<file path="config.mk">
export PLATFORM = sky130hd
export DESIGN_NAME = aluctl_mc
export DESIGN_NICKNAME = d
export VERILOG_FILES = /design/src/rtl/aluctl_mc.sv
export SDC_FILE = /design/constraint.sdc
export NUM_CORES = 1
export LEC_CHECK = 0
export ABC_AREA = 1
export CORE_UTILIZATION = 40
export DETAILED_ROUTE_END_ITERATION = 10
export GPL_TIMING_DRIVEN = 0
export PLACE_DENSITY = 0.72
export REMOVE_ABC_BUFFERS = 1
export SYNTH_ARGS = -nofsm -noshare
export SYNTH_HDL_FRONTEND = slang
export SYNTH_SLANG_ARGS = --single-unit
</file>
<file path="constraint.sdc">
create_clock -name clk -period 1.65 [get_ports clk]
set_clock_uncertainty 0.1 [all_clocks]
set_input_delay 0.2475 -clock clk [delete_from_list [all_inputs] [get_ports clk]]
set_output_delay 0.2475 -clock clk [all_outputs]
set_load 0.05 [all_outputs]
</file>
<file path="src/rtl/aluctl_mc.sv">
// aluctl_mc: registered ALU control decoder with a MULT/DIV sequencer.
// Decodes aluop/funct into gout, flags undefined R-type functs, and holds
// the datapath in MUL/DIV for a fixed number of cycles with busy asserted.
module aluctl_mc #(
    parameter int GW         = 4,
    parameter int MUL_CYCLES = 8,
    parameter int DIV_CYCLES = 16,
    parameter int CW         = 5
) (
    input  logic          clk,
    input  logic          rst_n,
    input  logic          valid,
    input  logic [1:0]    aluop,
    input  logic [5:0]    funct,
    output logic [GW-1:0] gout,
    output logic          busy,
    output logic          done,
    output logic          illegal,
    output logic          mc_op
);

    typedef enum logic [1:0] {
        IDLE = 2'd0,
        MUL  = 2'd1,
        DIV  = 2'd2,
        DONE = 2'd3
    } state_t;

    state_t        state;
    logic [CW-1:0] cnt;

    logic [3:0] dec_code;
    logic       dec_illegal;
    logic       dec_mul;
    logic       dec_div;

    // Decode of the presented instruction; only consumed when it is accepted.
    always_comb begin
        dec_code    = 4'b0010;
        dec_illegal = 1'b0;
        dec_mul     = 1'b0;
        dec_div     = 1'b0;
        case (aluop)
            2'b00: dec_code = 4'b0010;
            2'b01: dec_code = 4'b0110;
            2'b11: dec_code = 4'b0001;
            default: begin
                case (funct)
                    6'b100000: dec_code = 4'b0010;
                    6'b100010: dec_code = 4'b0110;
                    6'b100100: dec_code = 4'b0000;
                    6'b100101: dec_code = 4'b0001;
                    6'b101010: dec_code = 4'b0111;
                    6'b000110: dec_code = 4'b0101;
                    6'b010100: dec_code = 4'b0011;
                    6'b011111: dec_code = 4'b0010;
                    6'b011000: begin
                        dec_code = 4'b1000;
                        dec_mul  = 1'b1;
                    end
                    6'b011010: begin
                        dec_code = 4'b1001;
                        dec_div  = 1'b1;
                    end
                    default: begin
                        dec_code    = 4'b0010;
                        dec_illegal = 1'b1;
                    end
                endcase
            end
        endcase
    end

    // Sequencer: state, step counter and all registered outputs.
    // busy/done are registered copies of the next state so they carry no
    // combinational path from the inputs.
    always_ff @(posedge clk) begin
        if (!rst_n) begin
            state   <= IDLE;
            cnt     <= '0;
            gout    <= GW'(4'b0010);
            busy    <= 1'b0;
            done    <= 1'b0;
            illegal <= 1'b0;
            mc_op   <= 1'b0;
        end else begin
            case (state)
                MUL, DIV: begin
                    if (cnt != '0) begin
                        cnt <= cnt - CW'(1);
                    end else begin
                        state <= DONE;
                        busy  <= 1'b0;
                        done  <= 1'b1;
                    end
                end
                default: begin
                    done <= 1'b0;
                    if (valid) begin
                        gout    <= GW'(dec_code);
                        illegal <= dec_illegal;
                        if (dec_mul) begin
                            state <= MUL;
                            cnt   <= CW'(MUL_CYCLES - 1);
                            mc_op <= 1'b0;
                            busy  <= 1'b1;
                        end else if (dec_div) begin
                            state <= DIV;
                            cnt   <= CW'(DIV_CYCLES - 1);
                            mc_op <= 1'b1;
                            busy  <= 1'b1;
                        end else begin
                            state <= IDLE;
                            busy  <= 1'b0;
                        end
                    end else begin
                        state <= IDLE;
                        busy  <= 1'b0;
                    end
                end
            endcase
        end
    end

endmodule

</file>
==> impl_results.md <==
- Number of synthesized register bits: 15
- Initial Util: between 40% and 50%
- Worst Path Required: between 1.5 and 2 ns
- Seq/Total Area, Yosys: around a third
- Vias per std cell: ~4.8
- H-Tree Depth: 1
- Worst Path Max Fanout: 5
- Worst IR Drop VDD: about 0.00032 V
- Post-Synth XOR/XNOR Area: ~1.9%
- Actual slew at the worst max-slew pin: 0.489 ns
- PwrDens: just under 600 mW/mm2
- WL per Instance: approximately 9.7 um
- Clock slew at reported path FFs: 0.09 ns
- CP arrival: about 1.6 ns
- Inst Count DP: 188
- Clock latency on the worst-skew pair: ~0.28 ns
- First-pass GRT wire length: approximately 3400 um
- Die height: a little over 50 um
- Main combinational cell family by area after synthesis: simple AND/OR/NAND/NOR gates
- Total Power: 703 uW
- Final Routed Wirelength: roughly 1900 um
- Layout Cells excl Fill: 192
- RSZ-0062 raised after global routing: true
- Rel. slew slack: approximately two thirds
- Hold Crit Class: register to register
- Adder-cell share of the synthesized area: between 1 and 1.5%
- Final worst-path cycle share: approximately 92%
- TritonCTS clock tree: done
- Cell variety after synth: 26
- Tmin final: 1.51 ns
- Root buf cell: clkbuf_4
- Total number of vias: roughly 920
- Status: completed
- Compound-Gate Fraction of Synth Area: 12.8%
- Mux contribution to synthesized area: 0%
- Final Max Tran Viols: 0
- Antenna violations before repair: 0
- Crit path kind: register to register
- Post-DRT Antenna Nets: 0
- Simple-gate share of the synthesized area: 41.7%
- Worst Setup End Kind: register
- Total Routing Usage GR: 17.2%
- Fin. Hold Viols: 0
- Layout cells sized above 1: between 10% and 20%
- IO Port Bufs: 18
- Mean Syn Cell Area: between 6 and 7 um2
- Fmax achieved: approximately 0.66 GHz
- Synth-to-Final Area Change: 26.0%
- Routability cong.: approximately 0.86
- Final setup vio count: 0
- Setup Fix Bufs, Post-CTS: 0
- Final net count: 177
- IO Pins: 19
- Core footprint: ~0.0022 mm2
- CTS Buf Count: 3
- Initial detailed-routing violation count: 12
- Max_cap viols: 0
- Largest net degree at the start of global routing: 9
- Ys Warns: 0
- Vias in the first global route: about 850
- Max Buffers Root-to-Sink: 2
- Router iterations before antenna repair: 4
- Die X: 50.5 um
- Startpoint Class: register
- Die area: between 0.002 and 0.003 mm2
- ANT cells: 0
- DRC: 0
- Congestion Overflow GR: 0
- Mapped Cells: around 140
- CTS Sinks: 15
- Mapped Area: roughly 940 um2
- Leakage: 0.564 nW
- Core Rows: 17
- DP Wirelength: roughly 1500 um
[cell usage in the layout (no fill, tap or decap), types with 5 or more instances in the layout]
cell / instances
dfxtp_1: 15
nand3_1: 13
inv_1: 17
dlygate4sd2_1: 8
nor2_1: 18
clkdlybuf4s50_1: 10
nand2_1: 30
inv_2: 6
a21oi_1: 10
nor2_4: 5
[final cells by class]
| type | count | area (um2) |
|---|---|---|
| flip-flops and latches | 15 | 300 |
| well taps | 28 | 35.0 |
| multi-input cells | 102 | 554 |
| clock buffers | 4 | 26.3 |
| repair buffers | 18 | 170 |
| fillers | 219 | 1030 |
| inverters | 25 | 97.6 |
[sequential cells by signal, summed over array words and instances, names as in the netlist]
signal and count:
cnt 5, illegal 1, gout 4, mc_op 1
busy 1, state 2, done 1
[final timing paths]
kind / cells past startpoint / slack, ns / endpoint / from
worst max register to register: 10 / 0.14 / cnt[2] / cnt[0]
worst min-delay path: 2 / 0.36 / gout[3] / gout[3]
worst min register to register: 2 / 0.36 / gout[3] / gout[3]
worst max-delay path: 10 / 0.14 / cnt[2] / cnt[0]
[what timing repair did]
action                     4_1_cts  5_1_grt
gates resized for setup          8        3
setup endpoints to repair        8        7
hold buffers                     0        0
[where the power goes]
| part | internal [mW] | leakage [nW] | switching (mW) | total (mW) |
|---|---|---|---|---|
| registers | 0.368 | 0.121 | 0.00322 | 0.371 |
| clock network | 0.0936 | 0.0150 | 0.112 | 0.206 |
| logic | 0.0473 | 0.427 | 0.0789 | 0.126 |
[synthesized netlist by cell type, drive strengths merged]
| master | n | area share, % |
|---|---|---|
| a21oi | 11 | 6.3 |
| and2 | 1 | 0.67 |
| nand2 | 35 | 17 |
| clkinv | 1 | 0.53 |
| xor2 | 2 | 1.9 |
| inv | 24 | 9.9 |
| or2 | 1 | 0.67 |
| ha | 1 | 1.3 |
| o21ai | 5 | 3.5 |
| nand3 | 15 | 9.1 |
| nor3 | 1 | 0.53 |
| and3 | 1 | 0.67 |
| o22ai | 1 | 0.67 |
| dfxtp | 15 | 32 |
| o211ai | 3 | 2.4 |
| nor2 | 25 | 13 |
[per-stage QoR]
stage               hold WS, ns  worst slack, ns  util (%)  instance area, um2  TNS, ns
finish                    0.363            0.136      53.5                1180        0
global route              0.401          -0.0105      53.5                1180  -0.0131
CTS                       0.367           0.0414      52.9                1170        0
detailed placement        0.356           -0.136      52.2                1150   -0.905
global placement          0.356           -0.112      52.2                1150   -0.642
floorplan                 0.283            0.235         -                 940        0
[routing by layer]
metal / track usage [%] / wire length (um)
met1: 21.8 / 882
met2: 29.1 / 900
met3: 2.12 / 56
met4: 6.94 / 29
met5: 0 / 0
[critical path: stages, from the launching register on]
cell     delay [ns]
dfxtp_1        0.33
inv_1          0.07
ha_1           0.20
nand3_2        0.12
nor2_4         0.15
nor2_4         0.06
inv_2          0.08
nand2_4        0.07
inv_2          0.08
nand2_1        0.07
a21oi_2        0.11
[cells by family (layout without fill, tap and decap cells)]
group	Yosys count	in the layout
simple gates	79	79
buf+inv	25	47
xor+xnor	2	2
flops	15	15
compound gates	20	20
fa+ha+maj	1	1
Power figures use the tool's default switching activity.
